$ cat src/rtl/iterative_divider_if.sv
// Request/result bundle between the EX stage and the iterative divider.
// The master drives operands and start; the slave returns status and results.
interface iterative_divider_if #(
   parameter int unsigned WIDTH = 32
);
   logic             start;
   logic             signed_op;
   logic [WIDTH-1:0] dividend;
   logic [WIDTH-1:0] divisor;
   logic             busy;
   logic             done;
   logic [WIDTH-1:0] quotient;
   logic [WIDTH-1:0] remainder;
   logic             div_by_zero;

   modport master (
      output start, signed_op, dividend, divisor,
      input  busy, done, quotient, remainder, div_by_zero
   );

   modport slave (
      input  start, signed_op, dividend, divisor,
      output busy, done, quotient, remainder, div_by_zero
   );
endinterface

$ cat src/rtl/iterative_divider.sv
// Restoring divider for RV32M DIV/DIVU/REM/REMU: one shift-and-subtract step per clock.
// Fixed latency of WIDTH+2 busy cycles, with RISC-V divide-by-zero and overflow results.
module iterative_divider #(
   parameter int unsigned WIDTH = 32
) (
   input logic               clk,
   input logic               rst,
   iterative_divider_if.slave bus
);

   localparam int unsigned CW = (WIDTH > 2) ? $clog2(WIDTH) : 1;
   localparam logic [WIDTH-1:0] One = {{(WIDTH-1){1'b0}}, 1'b1};
   localparam logic [CW-1:0]    LastCount = CW'(WIDTH - 1);

   typedef enum logic [1:0] {
      StIdle,
      StCalc,
      StFix,
      StDone
   } state_e;

   state_e state_q, state_d;

   logic             accept;
   logic             busy;
   logic             done;

   logic             op_signed_q;
   logic             sign_q_q;
   logic             sign_r_q;
   logic             dbz_q;
   logic [WIDTH-1:0] dividend_q;
   logic [WIDTH-1:0] divisor_q;
   logic [WIDTH-1:0] q_q;
   logic [WIDTH:0]   r_q;
   logic [CW-1:0]    count_q;

   logic [WIDTH-1:0] quotient_q;
   logic [WIDTH-1:0] remainder_q;
   logic             div_by_zero_q;

   // Operand magnitudes, taken only for signed operations.
   logic             a_neg;
   logic             b_neg;
   logic [WIDTH-1:0] a_mag;
   logic [WIDTH-1:0] b_mag;

   logic [WIDTH:0]   r_shift;
   logic [WIDTH:0]   r_sub;
   logic             r_ge;
   logic [WIDTH:0]   r_step;
   logic [WIDTH-1:0] q_step;

   logic [WIDTH-1:0] q_fix;
   logic [WIDTH-1:0] r_fix;
   logic [WIDTH-1:0] quotient_d;
   logic [WIDTH-1:0] remainder_d;

   // ---------------------------------------------------------------------------------------
   // Control FSM
   // ---------------------------------------------------------------------------------------
   always_ff @(posedge clk or posedge rst) begin
      if (rst) begin
         state_q <= StIdle;
      end else begin
         state_q <= state_d;
      end
   end

   always_comb begin
      state_d = state_q;
      accept  = 1'b0;
      busy    = 1'b0;
      done    = 1'b0;
      unique case (state_q)
         StIdle: begin
            if (bus.start) begin
               accept  = 1'b1;
               state_d = StCalc;
            end
         end
         StCalc: begin
            busy = 1'b1;
            if (count_q == LastCount) begin
               state_d = StFix;
            end
         end
         StFix: begin
            busy    = 1'b1;
            state_d = StDone;
         end
         StDone: begin
            busy    = 1'b1;
            done    = 1'b1;
            state_d = StIdle;
         end
         default: begin
            state_d = StIdle;
         end
      endcase
   end

   // ---------------------------------------------------------------------------------------
   // Operand capture
   // ---------------------------------------------------------------------------------------
   always_comb begin
      a_neg = bus.signed_op & bus.dividend[WIDTH-1];
      b_neg = bus.signed_op & bus.divisor[WIDTH-1];
      a_mag = a_neg ? (~bus.dividend + One) : bus.dividend;
      b_mag = b_neg ? (~bus.divisor + One) : bus.divisor;
   end

   // ---------------------------------------------------------------------------------------
   // One restoring step: shift in the next dividend bit, subtract if it fits
   // ---------------------------------------------------------------------------------------
   always_comb begin
      r_shift = {r_q[WIDTH-1:0], q_q[WIDTH-1]};
      r_sub   = r_shift - {1'b0, divisor_q};
      r_ge    = (r_shift >= {1'b0, divisor_q});
      r_step  = r_ge ? r_sub : r_shift;
      q_step  = {q_q[WIDTH-2:0], r_ge};
   end

   always_ff @(posedge clk or posedge rst) begin
      if (rst) begin
         op_signed_q <= 1'b0;
         sign_q_q    <= 1'b0;
         sign_r_q    <= 1'b0;
         dbz_q       <= 1'b0;
         dividend_q  <= '0;
         divisor_q   <= '0;
         q_q         <= '0;
         r_q         <= '0;
         count_q     <= '0;
      end else if (accept) begin
         op_signed_q <= bus.signed_op;
         sign_q_q    <= a_neg ^ b_neg;
         sign_r_q    <= a_neg;
         dbz_q       <= (bus.divisor == '0);
         dividend_q  <= bus.dividend;
         divisor_q   <= b_mag;
         q_q         <= a_mag;
         r_q         <= '0;
         count_q     <= '0;
      end else if (state_q == StCalc) begin
         q_q     <= q_step;
         r_q     <= r_step;
         count_q <= count_q + CW'(1);
      end
   end

   // ---------------------------------------------------------------------------------------
   // Sign fix-up and special-case override
   // ---------------------------------------------------------------------------------------
   always_comb begin
      q_fix = (op_signed_q & sign_q_q) ? (~q_q + One) : q_q;
      r_fix = (op_signed_q & sign_r_q) ? (~r_q[WIDTH-1:0] + One) : r_q[WIDTH-1:0];
      // Signed overflow needs no override: |MIN|/1 negated twice lands back on MIN.
      if (dbz_q) begin
         quotient_d  = '1;
         remainder_d = dividend_q;
      end else begin
         quotient_d  = q_fix;
         remainder_d = r_fix;
      end
   end

   always_ff @(posedge clk or posedge rst) begin
      if (rst) begin
         quotient_q    <= '0;
         remainder_q   <= '0;
         div_by_zero_q <= 1'b0;
      end else if (state_q == StFix) begin
         quotient_q    <= quotient_d;
         remainder_q   <= remainder_d;
         div_by_zero_q <= dbz_q;
      end
   end

   assign bus.busy        = busy;
   assign bus.done        = done;
   assign bus.quotient    = quotient_q;
   assign bus.remainder   = remainder_q;
   assign bus.div_by_zero = div_by_zero_q;

   // With a non-zero divisor the partial remainder stays below it, so the extra bit is spare.
   partial_rem_fits: assert property (@(posedge clk) disable iff (rst || dbz_q)
      (state_q == StCalc) |-> (r_q[WIDTH] == 1'b0));

endmodule
$ cat src/flat_wrapper.sv
// flat-port wrapper written by rule: the top's interface ports become plain ports
module iterative_divider_flat 
#(
   parameter int unsigned WIDTH = 32
)
  (clk, rst, bus_start, bus_signed_op, bus_dividend, bus_divisor, bus_busy, bus_done, bus_quotient, bus_remainder, bus_div_by_zero);
  iterative_divider_if #(.WIDTH(WIDTH)) bus_i ();
  input logic clk;
  input logic rst;
  input wire logic [$bits(bus_i.start)-1:0] bus_start;
  input wire logic [$bits(bus_i.signed_op)-1:0] bus_signed_op;
  input wire logic [$bits(bus_i.dividend)-1:0] bus_dividend;
  input wire logic [$bits(bus_i.divisor)-1:0] bus_divisor;
  output wire logic [$bits(bus_i.busy)-1:0] bus_busy;
  output wire logic [$bits(bus_i.done)-1:0] bus_done;
  output wire logic [$bits(bus_i.quotient)-1:0] bus_quotient;
  output wire logic [$bits(bus_i.remainder)-1:0] bus_remainder;
  output wire logic [$bits(bus_i.div_by_zero)-1:0] bus_div_by_zero;
  assign bus_i.start = bus_start;
  assign bus_i.signed_op = bus_signed_op;
  assign bus_i.dividend = bus_dividend;
  assign bus_i.divisor = bus_divisor;
  assign bus_busy = bus_i.busy;
  assign bus_done = bus_i.done;
  assign bus_quotient = bus_i.quotient;
  assign bus_remainder = bus_i.remainder;
  assign bus_div_by_zero = bus_i.div_by_zero;
  iterative_divider #(.WIDTH(WIDTH)) u_core (.clk(clk), .rst(rst), .bus(bus_i));
endmodule
$ cat config.mk
export PLATFORM = sky130hd
export DESIGN_NAME = iterative_divider_flat
export DESIGN_NICKNAME = d
export VERILOG_FILES = /design/src/rtl/iterative_divider_if.sv /design/src/rtl/iterative_divider.sv /design/src/flat_wrapper.sv
export SDC_FILE = /design/constraint.sdc
export NUM_CORES = 1
export LEC_CHECK = 0
export BUFFER_PORTS_ARGS = -buffer_cell sky130_fd_sc_hd__buf_2
export CORE_ASPECT_RATIO = 0.6
export CORE_MARGIN = 5
export CORE_UTILIZATION = 50
export DETAILED_ROUTE_END_ITERATION = 10
export PLACE_DENSITY = 0.69
export SYNTH_ARGS = -nofsm -noshare
export SYNTH_HDL_FRONTEND = slang
export SYNTH_SLANG_ARGS = --single-unit
$ cat constraint.sdc
create_clock -name clk -period 9.3 [get_ports clk]
set_clock_uncertainty 0.15 [all_clocks]
set_input_delay 2.79 -clock clk [delete_from_list [all_inputs] [get_ports clk]]
set_output_delay 2.79 -clock clk [all_outputs]
set_load 0.1 [all_outputs]
==> summary.md, run 1 <==
| Metric | Value |
|---|---|
| Clock Tree Root | `clkbuf_16` |
| Area growth syn-to-layout | `12.59%` |
| Final ANT Viol Nets | `0` |
| H-Tree Depth | `1` |
| Die width | `between 200 and 250 um` |
| Syn nets | `~1,600` |
| Synth Instances | `about 1,500` |
| Critical Path AT | `5.30 ns` |
| Hold Vio Cnt, Final | `0` |
| Register area share after synthesis | `0.3965` |
| Slew Limit Fails | `0` |
| Critical path buffer and inverter count | `1` |
| CP max stage cell | `or4_1` |
| Most frequent cells in the layout | `nand2_1 (221), dfrtp_1 (203), a21oi_1 (148)` |
| Die ar. | `29,160 sq um` |
| Fin crit period | `slightly above 5 ns` |
| Final wirelength | `~34,000 um` |
| Largest net degree at the start of global routing | `97` |
| Crit. End Element | `flip-flop` |
| Start point of the critical path | `bus_dividend[6]` |
| Synth cell types | `75` |
| First-pass GRT wire length | `approximately 56,000 um` |
| Fin area | `~14,000 sq um` |
| Setup-failing EPs final | `0` |
| Ys async rst share | `1.000` |
| Worst-skew pair later-pin latency | `0.52 ns` |
| Gp weighted congestion | `a little under 0.9` |
| Maxcap violations | `0` |
| TritonCTS clock tree | `built` |
| Worst-case clock buffer depth | `3` |
| Port Buffers | `~130` |
| Row count | `45` |
| Fin util | `0.5721` |
| Core Region | `between 20,000 and 30,000 sq um` |
| Most used DFF post-synth | `dfrtp_1` |
| Number of global-route vias before repair | `around 11,000` |
| Cells along the critical path | `buf_2 > or4_1 > nor4_1 > nand3b_1 > nor2b_1 > nand2_1 > nor4_2 > a21oi_1 > xnor2_1 > a21oi_1` |
| Cell Area, Placed | `about 14,000 sq um` |
| CP max stage delay | `a little over 0.6 ns` |
| 1st-iter DRT viols | `~820` |
| DRC Markers | `0` |
| Post-cts repair resize count | `0` |
| Startpoint Class | `primary input` |
| Max Freq | `~0.20 GHz` |
| Final Cycle Share | `0.5448` |
| Clock Sink Count | `between 200 and 250` |
| I/O pin count | `135` |
| CP dominant cell by count | `a21oi_1` |
| Actual slew at the worst max-slew pin | `roughly 1.3 ns` |
| Commonest non-fill, non-tap cell in the layout | `nand2_1` |
| Post-synth EDFFs | `0` |
| Initial antenna violation count | `1` |
| Total number of yosys warnings | `0` |
| Layout cells sized above 1 | `0.1493` |
| Post-Synthesis Cell Area | `roughly 13,000 sq um` |
| Die Y-Extent | `~130 um` |
| Outcome | `finished, final reports clean` |
| RSZ-0062 raised after global routing | `false` |
| Number of diodes | `0` |
| Worst Path Required | `9.54 ns` |
| Seq cells post-synth | `around 200` |
| Total gr overflow | `0` |
| Synthesized area per cell | `about 8.6 sq um` |
| Max-slew headroom | `0.1418` |
| Clk slew on worst S/H paths | `roughly 0.07 ns` |
| Post-CTS Setup Bufs | `0` |
| WL per Instance | `roughly 18 um` |
| CTS buffer count | `22` |
| First drt pass iteration count | `5` |
| Initial Utilization | `0.5081` |
| Min-Delay Startpoint | `u_core.dividend_q[13]$_DFFE_PP0P_` |
| FF-to-FF Start | `u_core.r_q[13]$_DFFE_PP0P_` |
| Final total negative setup slack | `0 ns` |
| Tot GR Track Use | `0.2292` |
| Dpl hpwl | `24,680 um` |
| Delay-heaviest family, CP | `simple AND/OR/NAND/NOR gates` |
| CP Class | `in2reg` |
| Worst hold-check path type | `reg2reg` |
| Nets | `approximately 1,700` |
| Post-CTS Hold Buffers | `0` |
| CP Max Fanout | `4` |
| Vias | `11,010` |
| Vias per cell | `~5.7` |
## flip-flops by register name, summed over array words and instances (netlist names), 2 cells and up
| signal | cells |
|---|---|
| u_core.dividend_q | 32 |
| u_core.r_q | 32 |
| u_core.count_q | 5 |
| u_core.q_q | 32 |
| u_core.divisor_q | 32 |
| u_core.bus.remainder | 32 |
| u_core.bus.quotient | 32 |
| u_core.state_q | 2 |
## per-layer routing
metal,GRT usage,vias to the layer above,wire length [um]
met2,0.3361,288,14210
met5,0,-,13
met4,0.04560,2,675
li1,-,5344,-
met1,0.3554,5326,17190
met3,0.04060,48,1845
## final cells by class
type,count,area (sq um)
well taps,329,411.6
multi-input cells,1145,7207
clock buffers,30,631.9
repair buffers,143,738.2
inverters,62,240.2
clock inverters,10,161.4
fillers,2369,10840
flip-flops and latches,204,5106
## worst min-delay path, cell delays in order, from the launching register on
cell and delay, ns:
dfrtp_1 0.34, nand2_1 0.05, nand2_1 0.05
## per-stage QoR
step / hold slack, ns / setup slack (ns) / instances
2_1_floorplan: 0.2955 / 0.7926 / 1493
3_3_place_gp: 0.3108 / 3.815 / 1883
3_5_place_dp: 0.3137 / 3.768 / 1883
4_1_cts: 0.3315 / 4.305 / 1923
5_1_grt: 0.3512 / 3.983 / 1923
6_report: 0.3272 / 4.233 / 1923
## synthesized netlist by cell type, types with 6 or more instances
| library cell | n | area (sq um) |
|---|---|---|
| nor2b_1 | 10 | 62.56 |
| nand2_1 | 222 | 833.3 |
| mux2_2 | 29 | 326.6 |
| o31ai_1 | 14 | 105.1 |
| dfrtp_1 | 204 | 5105 |
| nor4_1 | 16 | 100.1 |
| and3_1 | 13 | 81.33 |
| o21ai_0 | 136 | 680.7 |
| a211oi_1 | 22 | 165.2 |
| and2_1 | 9 | 56.30 |
| clkbuf_1 | 63 | 236.5 |
| nand3_1 | 13 | 65.06 |
| nor3_1 | 24 | 120.1 |
| xor2_1 | 70 | 613.1 |
| nand4_1 | 8 | 50.05 |
| xnor2_1 | 76 | 665.6 |
| nand2b_1 | 11 | 68.82 |
| nand3b_1 | 6 | 45.04 |
| mux2i_1 | 45 | 450.4 |
| o41ai_1 | 8 | 70.07 |
| a31oi_1 | 12 | 75.07 |
| buf_1 | 7 | 26.28 |
| a21o_1 | 7 | 52.55 |
| buf_2 | 7 | 35.03 |
| nor2_1 | 128 | 480.5 |
| ha_1 | 43 | 538.0 |
| inv_1 | 62 | 232.7 |
| a21oi_1 | 148 | 740.7 |
## final timing paths
| check | cells past startpoint | slack (ns) | endpoint |
|---|---|---|---|
| worst min-delay path | 2 | 0.33 | u_core.dividend_q[13]$_DFFE_PP0P_ |
| worst min register to register | 2 | 0.33 | u_core.dividend_q[13]$_DFFE_PP0P_ |
| worst max register to register | 11 | 5.10 | u_core.r_q[29]$_DFFE_PP0P_ |
| worst max-delay path | 10 | 4.23 | u_core.q_q[29]$_DFFE_PP0P_ |
| max in group asynchronous | 3 | 5.50 | u_core.dbz_q$_DFFE_PP0P_ |
| min in group asynchronous | 2 | 2.22 | u_core.bus.quotient[7]$_DFFE_PP0P_ |
## cells by family (layout without fill, tap and decap cells)
family / count (synthesis) / after routing / synth area share
simple gates: 485 / 485 / 0.1723
compound gates: 396 / 396 / 0.1823
xor+xnor: 146 / 146 / 0.09932
flops: 204 / 204 / 0.3965
buf+inv: 144 / 245 / 0.04587
mux: 74 / 74 / 0.06035
fa+ha+maj: 44 / 44 / 0.04334
Power of run 1 is left out: the tool's default activity adds up to more than one toggle a clock period on the data nets, which glitch-free logic cannot reach.
==> run 2: changes to the inputs <==
- ABC_AREA: unset -> 1
- PLACE_DENSITY: 0.69 -> 0.72
- clock period: 9.3 -> 4.5 ns (I/O delays scaled with it)
==> summary.md, run 2 <==
| Metric | Value |
|---|---|
| First drt pass iteration count | `6` |
| Number of diodes | `0` |
| Initial Utilization | `0.5118` |
| Commonest cells post-synth | `nand2_1 (664), inv_1 (325), nor2_1 (234)` |
| R2R setup slack | `~1.4 ns` |
| 1st-iter DRT viols | `1,936` |
| Synth cell types | `52` |
| Total power | `about 15,000 uW` |
| Final total negative setup slack | `0 ns` |
| Fin crit period | `around 3.3 ns` |
| Worst-case clock buffer depth | `3` |
| Core Region | `28,950 sq um` |
| Gp weighted congestion | `approximately 1` |
| R2R depth | `16` |
| Cell Area, Placed | `between 15,000 and 20,000 sq um` |
| Leak | `~0.0086 uW` |
| Total gr overflow | `0` |
| Area of the multi-input gates | `about 8000 sq um` |
| Crit path to | `bus_busy` |
| Final Cycle Share | `0.7286` |
| Vias per cell | `about 5.6` |
| Worst VDD drop | `0.9649 mV` |
| Tot GR Track Use | `0.3078` |
| RSZ-0062 raised after global routing | `false` |
| Vias | `around 16,000` |
| Syn nets | `between 2,000 and 2,500` |
| I/O pin count | `about 140` |
| Final ANT Viol Nets | `0` |
| Worst hold-check path type | `reg2reg` |
| Layout cells sized above 1 | `0.1031` |
| Largest net degree at the start of global routing | `between 100 and 150` |
| Clock Tree Root | `clkbuf_16` |
| Critical R2R Capture | `u_core.r_q[28]$_DFFE_PP0P_` |
| Die ar. | `~33,000 sq um` |
| WL per Instance | `between 15 and 20 um` |
| Nets | `around 2,500` |
| Maxcap violations | `0` |
| Hold Vio Cnt, Final | `0` |
| Fin util | `0.5724` |
| Count leader, synth | `nand2_1` |
| Worst-skew pair later-pin latency | `between 0.5 and 0.6 ns` |
| Actual slew at the worst max-slew pin | `1.274 ns` |
| Ys async rst share | `1.000` |
| Post-CTS Hold Buffers | `0` |
| CP Max Fanout | `4` |
| Most frequent cells in the layout | `nand2_1 (663), inv_1 (323), nor2_1 (231)` |
| Max Freq | `about 0.31 GHz` |
| Total number of yosys warnings | `0` |
| Outcome | `finished, final reports clean` |
| Die width | `232.2 um` |
| Synthesized area per cell | `~6.5 sq um` |
| Setup-failing EPs final | `0` |
| Number of global-route vias before repair | `14,130` |
| CTS buffer count | `22` |
| Synth top area cells | `dfrtp_1 (34%), nand2_1 (17%), inv_1 (8.2%), nand3_1 (7.3%), nor2_1 (5.9%)` |
| Fin area | `between 15,000 and 20,000 sq um` |
| Port Buffers | `approximately 130` |
| Row count | `48` |
| Dpl hpwl | `40,220 um` |
| Die Y-Extent | `about 140 um` |
| DP Worst Slack | `approximately 0.85 ns` |
| Post-synth top area share | `0.3446` |
| Post-CTS Setup Bufs | `0` |
| Worst Path Required | `~3 ns` |
| Post-cts repair resize count | `0` |
| Register area share after synthesis | `0.3446` |
| H-Tree Depth | `1` |
| Critical Path AT | `roughly 1.8 ns` |
| DRC Markers | `0` |
| FF-to-FF Start | `u_core.q_q[31]$_DFFE_PP0P_` |
| Most used DFF post-synth | `dfrtp_1` |
| Start point of the critical path | `u_core.state_q[0]$_DFFE_PP0P_` |
| CP Class | `reg2out` |
| Clk slew on worst S/H paths | `approximately 0.060 ns` |
| Fillers | `2,864` |
| Final worst-path setup slack | `~1.2 ns` |
| First-pass GRT wire length | `just over 80,000 um` |
| Area growth syn-to-layout | `11.83%` |
| Register Area | `roughly 5100 sq um` |
| Final wirelength | `between 50,000 and 60,000 um` |
| Startpoint Class | `flip-flop` |
| Clock Sink Count | `between 200 and 250` |
| Post-synth EDFFs | `0` |
| Area leader, netlist | `dfrtp_1` |
| Synth Instances | `around 2,300` |
| Initial antenna violation count | `0` |
| Power Density | `around 890 nW/um^2` |
| Post-Synthesis Cell Area | `~15,000 sq um` |
| Crit. End Element | `output pin` |
| TritonCTS clock tree | `built` |
| Max-slew headroom | `0.1499` |
| Seq cells post-synth | `about 200` |
| Slew Limit Fails | `0` |
| Commonest non-fill, non-tap cell in the layout | `nand2_1` |
## run 2: changes by cell type after synthesis, moves of 19 or more
cell	delta
nand2_1	+442
nand4_1	+24
mux2i_1	-45
inv_1	+263
mux2_2	-29
xnor2_1	-59
a211oi_1	-19
nor2_1	+106
nand3_1	+204
xor2_1	-44
a21oi_1	-70
## run 2: logic make-up (layout without fill, tap and decap cells)
kind of cell | count (synthesis) | count (layout) | share of synthesized area
simple gates | 1245 | 1245 | 0.3597
buf+inv | 413 | 524 | 0.1077
xor+xnor | 43 | 43 | 0.02542
fa+ha+maj | 44 | 44 | 0.03767
flops | 204 | 204 | 0.3446
compound gates | 327 | 327 | 0.1250
## run 2: worst min-delay path by stage
| stage | slack (ns) | startpoint | endpoint | depth (start not counted) |
|---|---|---|---|---|
| after floorplan | 0.28 | u_core.count_q[3]$_DFFE_PP0P_ | u_core.count_q[3]$_DFFE_PP0P_ | 1 |
| after global placement | 0.30 | u_core.count_q[3]$_DFFE_PP0P_ | u_core.count_q[3]$_DFFE_PP0P_ | 1 |
| after detailed placement | 0.30 | u_core.count_q[3]$_DFFE_PP0P_ | u_core.count_q[3]$_DFFE_PP0P_ | 1 |
| after CTS | 0.31 | u_core.count_q[3]$_DFFE_PP0P_ | u_core.count_q[3]$_DFFE_PP0P_ | 1 |
| after global routing | 0.34 | u_core.count_q[3]$_DFFE_PP0P_ | u_core.count_q[3]$_DFFE_PP0P_ | 1 |
| final | 0.31 | u_core.count_q[3]$_DFFE_PP0P_ | u_core.count_q[3]$_DFFE_PP0P_ | 1 |
## run 2: layer usage
layer / track usage / share of wire / up-vias
met3: 0.1015 / 0.13 / 47
met5: 0 / 0 / -
met1: 0.5101 / 0.50 / 7330
met2: 0.3871 / 0.36 / 764
li1: - / - / 7515
met4: 0.03945 / 0.011 / 0
## run 2: worst max-delay path: stages (launching register included)
cell and delay (ns):
dfrtp_1 0.39, inv_1 0.11, ha_1 0.25, inv_1 0.08, buf_2 0.42
## run 2: metrics by stage
stage	hold slack [ns]	cells
final	0.3090	2787
after global routing	0.3401	2787
after CTS	0.3129	2787
after detailed placement	0.3042	2749
after global placement	0.2993	2749
after floorplan	0.2838	2276
## run 2: power breakdown
| group | internal (uW) | switching (uW) | leakage, uW |
|---|---|---|---|
| combinational | 2470 | 6940 | 0.00574 |
| clock | 1140 | 797 | 0.000376 |
| sequential | 2680 | 730 | 0.00247 |
| total | 6290 | 8460 | 0.00859 |
## run 2: cell type report
cell class / count / area share
clock buffers: 27 / 0.03685
clock inverters: 11 / 0.008684
inverters: 334 / 0.07590
multi-input cells: 1659 / 0.4909
flip-flops and latches: 204 / 0.3081
well taps: 400 / 0.03021
repair buffers: 152 / 0.04939
(Power assumes the default switching activity.)
